**src/rtl/pingpong_buf_ctrl_pkg.sv**
```systemverilog
// Shared types and constants for the ping-pong buffer controller.
package pingpong_buf_ctrl_pkg;

  localparam int REP_WIDTH = 4;

  typedef enum logic [1:0] {
    EMPTY    = 2'd0,
    FILLING  = 2'd1,
    FULL     = 2'd2,
    DRAINING = 2'd3
  } bank_state_e;

endpackage

```
**src/rtl/pingpong_skid_q.sv**
```systemverilog
// Two-entry output queue between the buffer read port and the consumer.
module pingpong_skid_q #(
  parameter int DATA_WIDTH = 64
) (
  input  logic                  clk,
  input  logic                  rst,
  input  logic                  push,
  input  logic [DATA_WIDTH-1:0] push_data,
  input  logic                  pop,
  output logic                  valid,
  output logic [DATA_WIDTH-1:0] data,
  output logic [1:0]            count
);

  logic [DATA_WIDTH-1:0] mem_r [0:1];
  logic                  wr_ptr_r;
  logic                  rd_ptr_r;
  logic [1:0]            cnt_r;
  logic                  do_pop_s;

  assign do_pop_s = pop & (cnt_r != 2'd0);
  assign valid    = (cnt_r != 2'd0);
  assign data     = mem_r[rd_ptr_r];
  assign count    = cnt_r;

  // Pointer and occupancy tracking; the head entry never moves while stalled.
  always_ff @(posedge clk or posedge rst) begin
    if (rst) begin
      wr_ptr_r <= 1'b0;
      rd_ptr_r <= 1'b0;
      cnt_r    <= 2'd0;
    end else begin
      if (push) begin
        wr_ptr_r <= ~wr_ptr_r;
      end
      if (do_pop_s) begin
        rd_ptr_r <= ~rd_ptr_r;
      end
      case ({push, do_pop_s})
        2'b10:   cnt_r <= cnt_r + 2'd1;
        2'b01:   cnt_r <= cnt_r - 2'd1;
        default: cnt_r <= cnt_r;
      endcase
    end
  end

  // Entry storage, data only.
  always_ff @(posedge clk) begin
    if (push) begin
      mem_r[wr_ptr_r] <= push_data;
    end
  end

endmodule

```
**src/rtl/pingpong_buf_ctrl.sv**
```systemverilog
// Ping-pong tile buffer controller: fills one bank while draining the other.
// Optional PINGPONG_BUF_CTRL_PERF_EN adds stall/starve performance counters.
module pingpong_buf_ctrl
  import pingpong_buf_ctrl_pkg::*;
#(
  parameter int ADDR_WIDTH = 8,
  parameter int DATA_WIDTH = 64
) (
  input  logic                  clk,
  input  logic                  rst,
  input  logic [ADDR_WIDTH-1:0] cfg_len,
  input  logic [REP_WIDTH-1:0]  cfg_rep,
  input  logic                  wr_valid,
  output logic                  wr_ready,
  input  logic [DATA_WIDTH-1:0] wr_data,
  output logic                  buf_wr_en,
  output logic [ADDR_WIDTH-1:0] buf_wr_addr,
  output logic [DATA_WIDTH-1:0] buf_wr_data,
  output logic                  buf_rd_en,
  output logic [ADDR_WIDTH-1:0] buf_rd_addr,
  input  logic [DATA_WIDTH-1:0] buf_rd_data,
  output logic                  rd_valid,
  input  logic                  rd_ready,
  output logic [DATA_WIDTH-1:0] rd_data,
  output logic                  rd_last,
  output logic [1:0]            bank_full
`ifdef PINGPONG_BUF_CTRL_PERF_EN
  ,
  output logic [31:0]           perf_wr_stall,
  output logic [31:0]           perf_rd_starve
`endif
);

  localparam int CW = ADDR_WIDTH - 1;
  localparam int BANK_WORDS = 1 << CW;
  localparam logic [ADDR_WIDTH-1:0] LEN_ZERO = '0;
  localparam logic [ADDR_WIDTH-1:0] LEN_ONE  = ADDR_WIDTH'(1);
  localparam logic [ADDR_WIDTH-1:0] LEN_MAX  = ADDR_WIDTH'(BANK_WORDS);

  function automatic logic [ADDR_WIDTH-1:0] sat_len(input logic [ADDR_WIDTH-1:0] len);
    logic [ADDR_WIDTH-1:0] res;
    if (len == LEN_ZERO) begin
      res = LEN_ONE;
    end else if (len > LEN_MAX) begin
      res = LEN_MAX;
    end else begin
      res = len;
    end
    return res;
  endfunction

  bank_state_e           bank_st_r [0:1];
  logic [ADDR_WIDTH-1:0] len_r     [0:1];
  logic                  wbank_r;
  logic                  rbank_r;
  logic [CW-1:0]         wr_cnt_r;
  logic [CW-1:0]         rd_cnt_r;
  logic [REP_WIDTH-1:0]  pass_r;
  logic [REP_WIDTH-1:0]  rep_r;
  logic                  fl_v_r;
  logic                  fl_last_r;

  bank_state_e           wr_st_s;
  bank_state_e           rd_st_s;
  logic                  wr_fire_s;
  logic [ADDR_WIDTH-1:0] wr_len_s;
  logic                  wr_last_s;
  logic                  rd_sel_s;
  logic                  rd_act_s;
  logic [REP_WIDTH-1:0]  rd_rep_s;
  logic [2:0]            occ_s;
  logic                  issue_s;
  logic                  word_end_s;
  logic                  pass_end_s;
  logic                  final_s;
  logic                  pop_s;
  logic                  q_valid_s;
  logic [DATA_WIDTH:0]   q_data_s;
  logic [1:0]            q_count_s;

  // Write side: the length is frozen on a bank's first accepted word.
  assign wr_st_s     = bank_st_r[wbank_r];
  assign wr_ready    = (wr_st_s == EMPTY) || (wr_st_s == FILLING);
  assign wr_fire_s   = wr_valid & wr_ready & ~rst;
  assign wr_len_s    = (wr_st_s == EMPTY) ? sat_len(cfg_len) : len_r[wbank_r];
  assign wr_last_s   = ({1'b0, wr_cnt_r} == (wr_len_s - LEN_ONE));
  assign buf_wr_en   = wr_fire_s;
  assign buf_wr_addr = {wbank_r, wr_cnt_r};
  assign buf_wr_data = wr_data;

  // Read side: a FULL bank is issued from in the same cycle it is selected,
  // and the repeat count is taken live in that cycle.
  assign rd_st_s     = bank_st_r[rbank_r];
  assign rd_sel_s    = (rd_st_s == FULL);
  assign rd_act_s    = (rd_st_s == FULL) || (rd_st_s == DRAINING);
  assign rd_rep_s    = rd_sel_s ? cfg_rep : rep_r;
  assign pop_s       = q_valid_s & rd_ready;
  assign occ_s       = 3'(fl_v_r) + 3'(q_count_s) - 3'(pop_s);
  assign issue_s     = rd_act_s & (occ_s < 3'd2);
  assign word_end_s  = ({1'b0, rd_cnt_r} == (len_r[rbank_r] - LEN_ONE));
  assign pass_end_s  = (pass_r == rd_rep_s);
  assign final_s     = issue_s & word_end_s & pass_end_s;
  assign buf_rd_en   = issue_s;
  assign buf_rd_addr = {rbank_r, rd_cnt_r};

  assign bank_full[0] = (bank_st_r[0] == FULL) || (bank_st_r[0] == DRAINING);
  assign bank_full[1] = (bank_st_r[1] == FULL) || (bank_st_r[1] == DRAINING);

  // Per-bank state machines; writer and reader never own the same bank at once.
  always_ff @(posedge clk or posedge rst) begin
    if (rst) begin
      bank_st_r[0] <= EMPTY;
      bank_st_r[1] <= EMPTY;
    end else begin
      for (int b = 0; b < 2; b++) begin
        if (wr_fire_s && (wbank_r == 1'(b))) begin
          bank_st_r[b] <= wr_last_s ? FULL : FILLING;
        end else if (final_s && (rbank_r == 1'(b))) begin
          bank_st_r[b] <= EMPTY;
        end else if (rd_sel_s && (rbank_r == 1'(b))) begin
          bank_st_r[b] <= DRAINING;
        end else begin
          bank_st_r[b] <= bank_st_r[b];
        end
      end
    end
  end

  // Write counter, bank pointer and latched tile length.
  always_ff @(posedge clk or posedge rst) begin
    if (rst) begin
      wbank_r  <= 1'b0;
      wr_cnt_r <= '0;
      len_r[0] <= LEN_ONE;
      len_r[1] <= LEN_ONE;
    end else if (wr_fire_s) begin
      if (wr_st_s == EMPTY) begin
        len_r[wbank_r] <= wr_len_s;
      end
      if (wr_last_s) begin
        wr_cnt_r <= '0;
        wbank_r  <= ~wbank_r;
      end else begin
        wr_cnt_r <= wr_cnt_r + 1'b1;
      end
    end
  end

  // Read address/pass counters and the one-deep in-flight tracker.
  always_ff @(posedge clk or posedge rst) begin
    if (rst) begin
      rbank_r   <= 1'b0;
      rd_cnt_r  <= '0;
      pass_r    <= '0;
      rep_r     <= '0;
      fl_v_r    <= 1'b0;
      fl_last_r <= 1'b0;
    end else begin
      fl_v_r    <= issue_s;
      fl_last_r <= final_s;
      if (rd_sel_s) begin
        rep_r <= cfg_rep;
      end
      if (issue_s) begin
        if (word_end_s) begin
          rd_cnt_r <= '0;
          if (pass_end_s) begin
            pass_r  <= '0;
            rbank_r <= ~rbank_r;
          end else begin
            pass_r <= pass_r + 1'b1;
          end
        end else begin
          rd_cnt_r <= rd_cnt_r + 1'b1;
        end
      end
    end
  end

  pingpong_skid_q #(
    .DATA_WIDTH(DATA_WIDTH + 1)
  ) u_skid_q (
    .clk       (clk),
    .rst       (rst),
    .push      (fl_v_r),
    .push_data ({fl_last_r, buf_rd_data}),
    .pop       (pop_s),
    .valid     (q_valid_s),
    .data      (q_data_s),
    .count     (q_count_s)
  );

  assign rd_valid = q_valid_s;
  assign rd_data  = q_data_s[DATA_WIDTH-1:0];
  assign rd_last  = q_valid_s & q_data_s[DATA_WIDTH];

`ifdef PINGPONG_BUF_CTRL_PERF_EN
  // Saturating producer-stall and consumer-starve counters.
  always_ff @(posedge clk or posedge rst) begin
    if (rst) begin
      perf_wr_stall  <= 32'd0;
      perf_rd_starve <= 32'd0;
    end else begin
      if (wr_valid && !wr_ready && (perf_wr_stall != 32'hFFFF_FFFF)) begin
        perf_wr_stall <= perf_wr_stall + 32'd1;
      end
      if (rd_ready && !rd_valid && (perf_rd_starve != 32'hFFFF_FFFF)) begin
        perf_rd_starve <= perf_rd_starve + 32'd1;
      end
    end
  end
`endif

endmodule

```
**config.mk**
```make
export PLATFORM = sky130hd
export DESIGN_NAME = pingpong_buf_ctrl
export DESIGN_NICKNAME = d
export VERILOG_FILES = /design/src/rtl/pingpong_buf_ctrl_pkg.sv /design/src/rtl/pingpong_skid_q.sv /design/src/rtl/pingpong_buf_ctrl.sv
export SDC_FILE = /design/constraint.sdc
export NUM_CORES = 1
export LEC_CHECK = 0
export BUFFER_PORTS_ARGS = -buffer_cell sky130_fd_sc_hd__buf_2
export CELL_PAD_IN_SITES_DETAIL_PLACEMENT = 1
export CELL_PAD_IN_SITES_GLOBAL_PLACEMENT = 1
export CORE_MARGIN = 5
export CORE_UTILIZATION = 35
export CTS_CLUSTER_DIAMETER = 100
export DETAILED_ROUTE_END_ITERATION = 10
export PLACE_DENSITY_LB_ADDON = 0.3
export SYNTH_ARGS = -nofsm -noshare
export SYNTH_HDL_FRONTEND = slang
export SYNTH_SLANG_ARGS = --single-unit
```
**constraint.sdc**
```tcl
create_clock -name clk -period 5.1 [get_ports clk]
set_clock_uncertainty 0.15 [all_clocks]
set_input_delay 0.255 -clock clk [delete_from_list [all_inputs] [get_ports clk]]
set_output_delay 0.255 -clock clk [all_outputs]
set_load 0.02 [all_outputs]
```
# After elaboration in Yosys (flattened, before gate mapping)
# Memory sizes are Yosys's and may differ from the RTL's.
# Cells that the tools add are included.
[classes]
add_sub_neg = 9
n_lt_le_gt_ge = 5
eq_ne = 12
muxes = 32
n_bitwise = 15
reduce_logical = 21
[ops]
columns = ["op", "n"]
rows = [
  ["$mux 8", 10],
  ["$mux 2", 13],
  ["$bwmux 16", 1],
  ["$eq 7x8->1", 2],
  ["$sub 8x1->8 const B", 2],
  ["$add 7x1->7 const B", 2],
  ["$eq 2x2->1 const B", 7],
  ["$mux 7", 2],
  ["$and 1x1->1", 8],
  ["$demux 8 s1", 1],
  ["$gt 8x8->1 const B", 1],
  ["$logic_not 8->1", 1],
  ["$mux 4", 2],
  ["$logic_and 1x1->1", 7],
  ["$reduce_and 2->1", 3],
  ["$reduce_bool 3->1", 2],
  ["$not 1->1", 5],
  ["$add 4x1->4 const B", 1],
  ["$eq 2x1->1 const B", 2],
  ["$eq 4x4->1", 1],
  ["$ge 2x2->1 const B", 2],
  ["$logic_or 1x1->1", 4],
  ["$not 1->2", 2],
  ["$pmux 2 s2", 1],
  ["other kinds (10)", 12],
]
[totals]
reg_bits = 50
ramBits = 130
in_bits = 144
n_memories = 1
[mem_list]
columns = ["memory", "depth", "word_bits", "read_ports", "rd_clocked_by_memory_dff", "wr", "line_no", "source"]
rows = [
  ["u_skid_q.mem_r", 2, 65, 1, 0, 1, "pingpong_skid_q.sv:15", "logic [DATA_WIDTH-1:0] mem_r [0:1];"],
]

# Longest topological paths before layout
# Gate-level depths: netlist (run 1).
[logic_depth]
depth_word = 12
depth_mapped = 14
mapped_depth_nobuf = 12

# Cells and area by module
# A second synthesis (run 1) with hierarchy kept.
[unflattened]
cells_unflattened = 623
area_unflattened_um2 = 8653.3
[by_module_without_submodules]
columns = ["mod", "n_inst", "cells_per_inst", "area_per_inst_um2"]
rows = [
  ["pingpong_skid_q", 1, 219, 5044.8],
  ["pingpong_buf_ctrl", 1, 404, 3608.5],
]

# Worst setup path before layout (run 1)
# No wires, ideal clock.
[synth_path]
kind = "flip-flop to flip-flop"
start = "register fl_v_r"
end = "memory u_skid_q.mem_r[0][0] (netlist bit), enable pin"
setup_ns = 0.488
arrival_ns = 3.151
t_required_ns = 4.462
path_slack_ns = 1.310
stages_incl_launch_ff = 3
path_cell_list = "dfrtp_1 inv_1 nor2_1"
[synth_between]
elab_chain_len = 2
[synth_lines]
columns = ["element", "line_no", "source"]
rows = [
  ["start: declaration", "pingpong_buf_ctrl.sv:60", "logic fl_v_r;"],
  ["start signal: assignment", "pingpong_buf_ctrl.sv:159", "fl_v_r <= issue_s;"],
  ["$mux 1", "pingpong_skid_q.sv:49", "if (push) begin"],
  ["$mux 1 (implied by the code)", "pingpong_skid_q.sv:50", "mem_r[wr_ptr_r] <= push_data;"],
  ["end: declaration", "pingpong_skid_q.sv:15", ""],
]
# No other way between the ends.

# Worst setup path in the final report (run 1)
[layout_path]
start = "register u_skid_q.cnt_r[1], in the netlist u_skid_q.count[1]"
end = "register bank_st_r[2] (netlist bit)"
[layout_between]
elab_chain_len = 10
elab_cells_between_ends = 12
cone_classes = "add/sub (2); order compare (1); mux (2); bitwise (4); reduce/logical (3)"
[layout_lines]
columns = ["element", "line_no", "source"]
rows = [
  ["start: declaration", "pingpong_skid_q.sv:18", "logic [1:0] cnt_r;"],
  ["start signal: assignment", "pingpong_skid_q.sv:40", "2'b10: cnt_r <= cnt_r + 2'd1;"],
  ["start signal: assignment", "pingpong_skid_q.sv:41", "2'b01: cnt_r <= cnt_r - 2'd1;"],
  ["start signal: assignment", "pingpong_skid_q.sv:42", "default: cnt_r <= cnt_r;"],
  ["branches (longest 2 deep; another with $add 1x2->3)", "-", ""],
  ["$sub 3x1->3 *", "pingpong_buf_ctrl.sv:98", "assign occ_s = 3'(fl_v_r) + 3'(q_count_s) - 3'(pop_s);"],
  ["$lt 3x2->1 *", "pingpong_buf_ctrl.sv:99", "assign issue_s = rd_act_s & (occ_s < 3'd2);"],
  ["$and 1x1->1 *", "pingpong_buf_ctrl.sv:99", ""],
  ["$and 1x1->1 * (2 in series)", "pingpong_buf_ctrl.sv:102", "assign final_s = issue_s & word_end_s & pass_end_s;"],
  ["$logic_and 1x1->1 *", "pingpong_buf_ctrl.sv:118", "end else if (final_s && (rbank_r == 1'(b))) begin"],
  ["$mux 2", "pingpong_buf_ctrl.sv:118", ""],
  ["$mux 2", "pingpong_buf_ctrl.sv:116", "if (wr_fire_s && (wbank_r == 1'(b))) begin"],
  ["end signal: indexed assignment", "pingpong_buf_ctrl.sv:117", "bank_st_r[b] <= wr_last_s ? FULL : FILLING;"],
  ["end signal: indexed assignment", "pingpong_buf_ctrl.sv:123", "bank_st_r[b] <= bank_st_r[b];"],
  ["end: declaration", "pingpong_buf_ctrl.sv:52", "bank_state_e bank_st_r [0:1];"],
]
# Every way passes the cells marked *.
# A chain may end at the register's enable or synchronous reset.

==> results of run 1 <==
-- area by class of cell --
class                   instances  area, µm²  area share
clock inverters                15      177.7     0.01677
clock buffers                  17      425.4     0.04016
well taps                     324      405.4     0.03827
repair buffers                244       1592      0.1502
multi-input cells             360       2781      0.2626
flip-flops and latches        180       5159      0.4870
inverters                      14      52.55    0.004961
-- layer usage --
metal | routed length, µm | part of all wire | up-vias | GRT usage
li1 | - | - | 2668 | -
met1 | 9522 | 0.44 | 2901 | 0.1948
met2 | 10940 | 0.50 | 161 | 0.2651
met4 | 312 | 0.014 | 0 | 0.04162
met5 | 0 | 0 | - | 0
met3 | 1068 | 0.049 | 30 | 0.03840
-- critical path, delay by kind of cell (launching register included) --
kind,cells,cell delay (ns)
flops,1,0.40
buf+inv,2,0.38
fa+ha+maj,2,0.74
compound gates,1,0.26
mux,1,0.12
simple gates,5,1.39
-- power breakdown --
group | internal [µW] | switching, µW
Combinational | 790 | 997
Clock | 664 | 651
Sequential | 1730 | 258
Total | 3180 | 1910
-- metrics by stage --
step	hold WS (ns)	instance area (µm²)
6_report	0.04424	10590
3_5_place_dp	0.2977	9289
3_3_place_gp	0.2866	9289
4_1_cts	0.03220	10590
2_1_floorplan	0.2039	8602
5_1_grt	0.04652	10590
-- registers in the layout (all words and copies together) (netlist names) --
name               cells
pass_r                 4
fl_v_r                 1
wr_cnt_r               7
u_skid_q.rd_ptr_r      1
fl_last_r              1
rd_cnt_r               7
u_skid_q.count         2
u_skid_q.wr_ptr_r      1
bank_st_r              4
rep_r                  4
rbank_r                1
wbank_r                1
u_skid_q.mem_r       130
len_r                 16
-- placed cells by master (no fill, tap or decap), types with 10 or more instances in the layout --
| master | synthesis | routed |
|---|---|---|
| buf_2 | 7 | 166 |
| edfxtp_1 | 130 | 130 |
| dlygate4sd3_1 | 0 | 70 |
| mux2_2 | 69 | 69 |
| dfrtp_1 | 48 | 47 |
| nor2_1 | 37 | 36 |
| a21oi_1 | 24 | 24 |
| nand2_1 | 22 | 22 |
| mux2i_1 | 21 | 21 |
| xnor2_1 | 19 | 19 |
| o21ai_0 | 17 | 17 |
| clkbuf_16 | 0 | 17 |
| nor3_1 | 16 | 15 |
| xor2_1 | 12 | 12 |
| inv_1 | 12 | 11 |
| nand3_1 | 10 | 10 |
| or3_1 | 10 | 10 |
-- timing repair --
action                    CTS  global route
hold endpoints to repair  182             0
resized for setup           0             0
hold buffers               70             0
-- worst max-delay path by stage --
stage                     cells after the start               from                   end  slack (ns)
after floorplan                               2             fl_v_r  u_skid_q.mem_r[0][0]        1.31
after global placement                       11  u_skid_q.count[1]          bank_st_r[2]        1.71
after detailed placement                     11  u_skid_q.count[1]          bank_st_r[0]        1.53
after CTS                                    11  u_skid_q.count[1]          bank_st_r[2]        1.50
after global routing                         11  u_skid_q.count[1]          bank_st_r[2]        1.33
final                                        11  u_skid_q.count[1]          bank_st_r[2]        1.54
-- cell families (layout without fill, tap and decap cells) --
kind of cell	Yosys count	in the layout	synth area share
compound gates	86	86	0.06676
buf+inv	108	290	0.07869
mux	90	90	0.1148
simple gates	144	144	0.09425
flops	180	180	0.5996
xor+xnor	32	32	0.03346
fa+ha+maj	8	8	0.01251
==> impl_metrics.ini, run 1 <==
[critical_path]
slowest_delay_ns = 0.62
crit_fanout = 11
worst_r2r_path_depth = 11
cp_cell_sequence = inv_1 > nand2_1 > and2_1 > ha_1 > nor2_1 > fa_1 > nor3_2 > inv_1 > or2_1 > o32ai_1 > mux2i_1
cp-end-kind = flop
path_class = reg -> reg
path_common_cell = inv_1
cp.arrival_ns = 3.71
worstSetupStartpointType = flop
reg2reg_to = bank_st_r[2]
critical_path_required_ns = 5.26
slowest_stage = nor3_2
r2r_start = u_skid_q.count[1]
reg2reg_setup_slack_ns = 1.54

[placed_design]
dp_slack_ns = 1.528
dpl.cell_count = 1052
port_buffers = 166
place_congestion = 0.8146
dpl.hpwl_um = 14930

[final_layout]
antenna_cells = 0
area_growth_pct = 23.14
final_util = 0.4368
drive_above_1_share = 0.3602
fin_cells = 1154
fill_cells = 2555
final_nets = 969

[drt]
wl_per_cell_um = 18.93
firstDrtPassIters = 4
drc = 0
via_per_inst = 4.991
drtAntennaViolNets = 0
vias = 5760
wirelength_um = 21850
drt_iter0_markers = 280

[sta]
fmax_ghz = 0.2811
rsz0062_at_grt = no
finalWorstSetupSlack_ns = 1.542
final.min_clock_period_ns = 3.558
tightest_slew_ns = 1.109
hold_viol = 0
setup-tns-final_ns = 0
fin_crit_sh = 0.6977
slew_viol_final = 0
setup_viol_count_final = 0
max-slew-margin-rel = 0.2591

[power_and_ir_drop]
p_leak_uw = 0.004124
total_power_uw = 5086
ir_drop_mv = 0.1887
powerDensity_mw_per_mm2 = 480.2

[cts]
path_clk_slew_ns = 0.07
htree_levels = 4
post_cts_buffers = 0
clock_path_buffers = 2
cts_made_buffers = 17
cts_tree = built
cts_root_buf = clkbuf_16
clkSinkCount = 180
clock_latency_ns = 0.43

[yosys]
synth_area_mm2 = 0.008602
syn_avg_cell_area_um2 = 13.27
synth_common_cells = 130 x edfxtp_1, 69 x mux2_2, 66 x buf_4
yosys_most_used_dff = edfxtp_1
ys_warn_count = 0
synth_seq_area_share = 0.5996
synth_edf_count = 130
synthCells = 648
yosysTopAreaCell = edfxtp_1
async_reset_ff_frac = 0.2778
synth_fp_nets = 800
synth_most_common_cell = edfxtp_1
ys_top_cells_by_area = edfxtp_1 45%, dfrtp_1 14%, mux2_2 9.0%
yosysUniqueCellTypes = 73
yosysTopAreaCellShare = 0.4538
ys_ff_latch = 180

[flow_run]
drv_cap = 0

[global_routing]
antenna_found_initial = 0
grt_start_max_net_pins = 51
grt_pass1_wl_um = 34620
track_usage = 0.1542
grt_pass1_vias = 6299
overflow = 0

[min_path]
hp-class = in -> reg
min_to = u_skid_q.rd_ptr_r
min-delay-start = rd_ready
hold_depth = 3

[floorplanning]
fp.coreArea_mm2 = 0.02425
rows = 57
die-area_mm2 = 0.02781
io_pins = 295
initial_core_util = 0.3547
die_y_um = 166.8
die_w_um = 166.8

[status]
outcome = complete, no violations
No activity file was read; power rests on OpenSTA's default activity.
==> inputs of run 2 (changes only) <==
- clock period: 5.1 -> 3 ns (I/O delays scaled with it)
==> impl_metrics.ini, run 2 (synthesized netlist as in run 1, its figures left out) <==
[power_and_ir_drop]
powerDensity_mw_per_mm2 = 830.0
pwr-share-comb = 0.415
netSwitchingFraction = 0.3722
power_frac_seq = 0.346
cell_internal_pwr_uw = 5860
p_leak_uw = 0.004464
ir_drop_mv = 0.4028
p_sw_uw = 3474
p_clk_frac = 0.239
total_power_uw = 9334

[floorplanning]
initial_core_util = 0.3547
fp.coreArea_mm2 = 0.02425
io_pins = 295
rows = 57
die_y_um = 166.8
die_w_um = 166.8
die-area_mm2 = 0.02781

[final_layout]
final_nets = 1024
area_growth_pct = 30.73
final_common_cell = buf_2
layout_common_cells = 166 x buf_2, 130 x edfxtp_1, 72 x dlygate4sd3_1
top_register = u_skid_q.mem_r
drive_above_1_share = 0.4271
antenna_cells = 0
largest_register_ffs = 130
reg_top3 = u_skid_q.mem_r (130), len_r (16)

[drt]
vias = 6031
drc = 0
wl_per_cell_um = 19.56
via_per_inst = 4.988
drtAntennaViolNets = 0
drt_iter0_markers = 312
wirelength_um = 23650
firstDrtPassIters = 4

[cts]
clock_latency_ns = 0.43
clkSinkCount = 180
htree_levels = 4
cts_tree = built
cts_made_buffers = 17
clock_path_buffers = 2
path_clk_slew_ns = 0.07
cts_root_buf = clkbuf_16

[global_routing]
antenna_found_initial = 0
track_usage = 0.1678
grt_start_max_net_pins = 66
grt_pass1_vias = 6693
overflow = 0
grt_pass1_wl_um = 37450

[sta]
max-slew-margin-rel = 0.5382
fin_crit_sh = 0.9733
setup-tns-final_ns = 0
slew_viol_final = 0
fmax_ghz = 0.3425
finalWorstSetupSlack_ns = 0.08022
setup_viol_count_final = 0
tightest_slew_ns = 0.6926
final.min_clock_period_ns = 2.920
hold_viol = 0

[critical_path]
slowest_stage = dfrtp_1
cp-end-kind = flop
crit_fanout = 6
critPathLaunch = u_skid_q.count[1]
cp_cell_sequence = inv_2 > nand2_4 > and2_4 > ha_1 > nor2_2 > fa_2 > xnor2_2 > nor3_4 > buf_12 > nand4_1 > or3_1 > a21oi_2
worstSetupStartpointType = flop
reg2reg_setup_slack_ns = 0.08
worst_r2r_path_depth = 12
cp.arrival_ns = 3.13
critical_path_required_ns = 3.21
path_class = reg -> reg
r2r_start = u_skid_q.count[1]
reg2reg_to = rd_cnt_r[6]
slowest_delay_ns = 0.40

[flow_run]
drv_cap = 0

[placed_design]
port_buffers = 166
dp_slack_ns = -0.1259
dpl.hpwl_um = 15560
place_congestion = 0.8962

[min_path]
hold_depth = 5
min_to = wr_cnt_r[0]
hp-class = in -> reg
min-delay-start = wr_valid

[status]
outcome = complete, no violations
-- run 2: cell count changes in the layout (fill, tap and decap cells not counted), sizes merged --
cell / previous run / this run
buf: 174 / 227
dlygate4sd3: 70 / 72
clkinv: 10 / 9
inv: 19 / 20
-- run 2: repair_timing --
action | in CTS | in global routing
setup buffers | 4 | 14
pin swaps | 2 | 13
hold endpoints to repair | 185 | 0
setup endpoints to repair | 15 | 17
hold buffers | 72 | 0
cloned | 0 | 0
gates resized for setup | 4 | 27
-- run 2: worst max-delay path by stage --
stage                         endpoint  depth (start not counted)
final                      rd_cnt_r[6]                         12
after global routing      bank_st_r[0]                         13
after detailed placement   wr_cnt_r[2]                         12
after floorplan                wbank_r                         14
after global placement     wr_cnt_r[2]                         11
after CTS                  wr_cnt_r[2]                         11
-- run 2: worst max-delay path: cells and delay by family, from the launching register on --
family,cells,cell delay (ns)
buffers and inverters,2,0.24
xor gates and xnor gates,1,0.16
and+or+nand+nor,6,1.06
DFF,1,0.40
AOI/OAI and AO/OA,1,0.15
adders and majority gates,2,0.68
-- run 2: layout make-up --
| cell class | instances | area, µm² |
|---|---|---|
| Fill cell | 2543 | 13000 |
| Sequential cell | 180 | 5159 |
| Multi-Input combinational cell | 360 | 2940 |
| Timing Repair Buffer | 299 | 2091 |
| Clock buffer | 17 | 425.4 |
| Tap cell | 324 | 405.4 |
| Clock inverter | 15 | 172.7 |
| Inverter | 14 | 52.55 |
-- run 2: layer usage --
layer | GRT usage | routed length, µm | vias to the layer above
li1 | - | - | 2768
met1 | 0.2064 | 9892 | 3028
met2 | 0.2934 | 12150 | 189
met3 | 0.03935 | 1247 | 46
met4 | 0.05194 | 354 | 0
met5 | 0 | 0 | -
-- run 2: power by group through the flow --
stage               Sequential [µW]  Clock, µW  Combinational, µW
finish                         3230       2230               3870
global route                   3270       2430               4180
floorplan                      3200          0               2520
detailed placement             3290          0               3420
CTS                            3230       2290               3580
global placement               3260          0               3330
-- run 2: per-stage QoR --
| stage | hold WS [ns] | std cells | cell area (µm²) | utilization |
|---|---|---|---|---|
| 2_1_floorplan | 0.09887 | 648 | 8661 | - |
| 3_3_place_gp | 0.1501 | 1087 | 9641 | 0.3976 |
| 3_5_place_dp | 0.1501 | 1087 | 9641 | 0.3976 |
| 4_1_cts | 0.02453 | 1195 | 11010 | 0.4539 |
| 5_1_grt | 0.05050 | 1209 | 11250 | 0.4638 |
| 6_report | 0.05064 | 1209 | 11250 | 0.4638 |
==> inputs of run 3 (changes only) <==
- ABC_AREA: not set -> 1
- CORE_UTILIZATION: 35 -> 34
==> impl_metrics.ini, run 3 <==
[yosys]
yosysTopAreaCell = edfxtp_1
synth_most_common_cell = nand2_1
ys_ff_latch = 180
synth_fp_nets = 1075
async_reset_ff_frac = 0.2778
synth_compound_area_frac = 0.03065
yosysTopAreaCellShare = 0.4511
synthAdderAreaFrac = 0.01243
synth_top_family_by_area = simple AND/OR/NAND/NOR gates
yosys.area_share.xor_xnor = 0.01417
synth_edf_count = 130
synth_seq_area_share = 0.5960
synthSimpleGateAreaFrac = 0.2366
ys_top_cells_by_area = edfxtp_1 45%, nand2_1 17%, dfrtp_1 14%
syn_avg_cell_area_um2 = 9.375
yosysUniqueCellTypes = 37
yosys_most_used_dff = edfxtp_1
synth_area_mm2 = 0.008653
synthCells = 923
synthMuxAreaShare = 0.001157
ys_warn_count = 0
synth_common_cells = 385 x nand2_1, 130 x edfxtp_1, 75 x inv_1

[floorplanning]
die-area_mm2 = 0.02874
initial_core_util = 0.3446
die_w_um = 169.5
die_y_um = 169.5
fp.coreArea_mm2 = 0.02511
io_pins = 295
rows = 58

[sta]
rsz0062_at_grt = yes
setup-tns-final_ns = 0
fmax_ghz = 0.3509
fin_crit_sh = 0.9499
hold_viol = 0
tightest_slew_ns = 0.7378
final.min_clock_period_ns = 2.850
slew_viol_final = 0
setup_viol_count_final = 0
hold_slack_ns = 0.01907
max-slew-margin-rel = 0.5082

[final_layout]
reg_top3 = u_skid_q.mem_r (130), len_r (16)
antenna_cells = 0
top_register = u_skid_q.mem_r
area_growth_pct = 25.20
largest_register_ffs = 130
final_util = 0.4315
drive_above_1_share = 0.2395
final_common_cell = nand2_1
fill_cells = 2908
final_nets = 1258
layout_common_cells = 384 x nand2_1, 165 x buf_2, 130 x edfxtp_1
stdcell_area_mm2 = 0.01083

[critical_path]
slowest_delay_ns = 0.44
slowest_stage = dfrtp_2
cp_top_family = adder cells
path_class = reg -> out
cp_cell_sequence = nor2_4 > inv_1 > nand2_1 > inv_1 > ha_1 > nor2_2 > fa_1 > nor2_1 > and3_4 > buf_6
cp.arrival_ns = 2.55
cp-end-kind = primary output
crit_fanout = 8
path_buf_inv = 3
path_common_cell = inv_1
critical_path_required_ns = 2.70
worstSetupStartpointType = flop

[drt]
dr_wl_met2_um = 10790
drt_iter0_markers = 272
drtAntennaViolNets = 0
wl_met1_um = 10230
wl_per_cell_um = 15.68
vias = 6589
wirelength_um = 22720
top_layer = met4
wl_met3_um = 1421
firstDrtPassIters = 4
drc = 0
via_per_inst = 4.547

[cts]
clkSinkCount = 180
path_clk_slew_ns = 0.07
cts_tree = built
htree_levels = 4
clock_latency_ns = 0.43
cts_made_buffers = 17
cts_root_buf = clkbuf_16
clock_path_buffers = 2

[power_and_ir_drop]
powerDensity_mw_per_mm2 = 947.5
ir_drop_mv = 0.5621
p_leak_uw = 0.004980
total_power_uw = 10270

[status]
outcome = complete, no violations

[global_routing]
track_usage = 0.1573
grt_start_max_net_pins = 66
grt_pass1_vias = 6979
antenna_found_initial = 0
overflow = 0
grt_pass1_wl_um = 35880

[flow_run]
drv_cap = 0

[min_path]
hp-class = in -> reg

[placed_design]
place_congestion = 0.8581
placed_area_mm2 = 0.009442
dpl.hpwl_um = 16060
port_buffers = 166
[run 3: changes by cell type in the layout (fill, tap and decap cells not counted), moves of 14 or more]
cell / before / now
xnor2_1: 17 / 2
nor3_1: 16 / 2
o21ai_0: 14 / 29
a21oi_1: 21 / 3
mux2_2: 69 / 0
inv_1: 8 / 72
nand3_1: 10 / 41
buf_4: 51 / 16
nand2_1: 20 / 384
mux2i_1: 20 / 1
[run 3: stage by stage]
step,worst slack [ns],std cells
after floorplan,0.1928,923
after global placement,0.2023,1344
after detailed placement,0.03470,1344
after CTS,0.007476,1446
after global routing,-0.04768,1449
final,0.1502,1449
[run 3: power breakdown]
| part | total, µW | internal [µW] | switching, µW |
|---|---|---|---|
| Sequential | 3360 | 3070 | 296 |
| Clock | 2300 | 1220 | 1090 |
| Combinational | 4600 | 1470 | 3130 |
[run 3: worst paths after layout]
check	startpoint	cells past startpoint	endpoint	slack (ns)
setup / recovery	u_skid_q.count[0]	10	buf_rd_en	0.15
hold / removal	wr_valid	5	wr_cnt_r[0]	0.02
setup reg to reg	wbank_r	15	wr_cnt_r[3]	0.25
hold reg to reg	fl_last_r	0	u_skid_q.mem_r[1][64]	0.32
max in group asynchronous	rst	4	u_skid_q.rd_ptr_r	1.86
min in group asynchronous	rst	4	rep_r[3]	0.34
[run 3: cells by family after synthesis]
group,after synthesis
adder cells (fa/ha/maj),8
buffers and inverters,176
XOR/XNOR,14
multiplexers,1
flip-flops,180
AO/OA/AOI/OAI,48
AND/OR/NAND/NOR,496
[run 3: routing by layer]
layer	GRT usage	up-vias
met5	0	-
met4	0.03710	0
met3	0.04729	17
met2	0.2674	191
met1	0.1983	3141
li1	-	3240
[run 3: area by class of cell]
type,count,area (µm²),area share
Timing Repair Buffer,255,1718,0.1586
Tap cell,330,412.9,0.03811
Sequential cell,180,5161,0.4764
Clock inverter,15,197.7,0.01825
Multi-Input combinational cell,567,2597,0.2398
Inverter,85,321.6,0.02968
Clock buffer,17,425.4,0.03927
[run 3: tightest hold or removal path, stage by stage]
cell     delay (ns)
buf_2          0.08
nand3_1        0.06
buf_4          0.16
nand2_1        0.06
nand2_1        0.04
[run 3: repair_timing]
item	in CTS	in global routing
gates cloned	0	0
hold buffers	70	0
pin swaps	0	4
setup endpoints to repair	1	16
endpoints found under the hold margin	181	0
gates resized for setup	3	11
buffers inserted	0	3
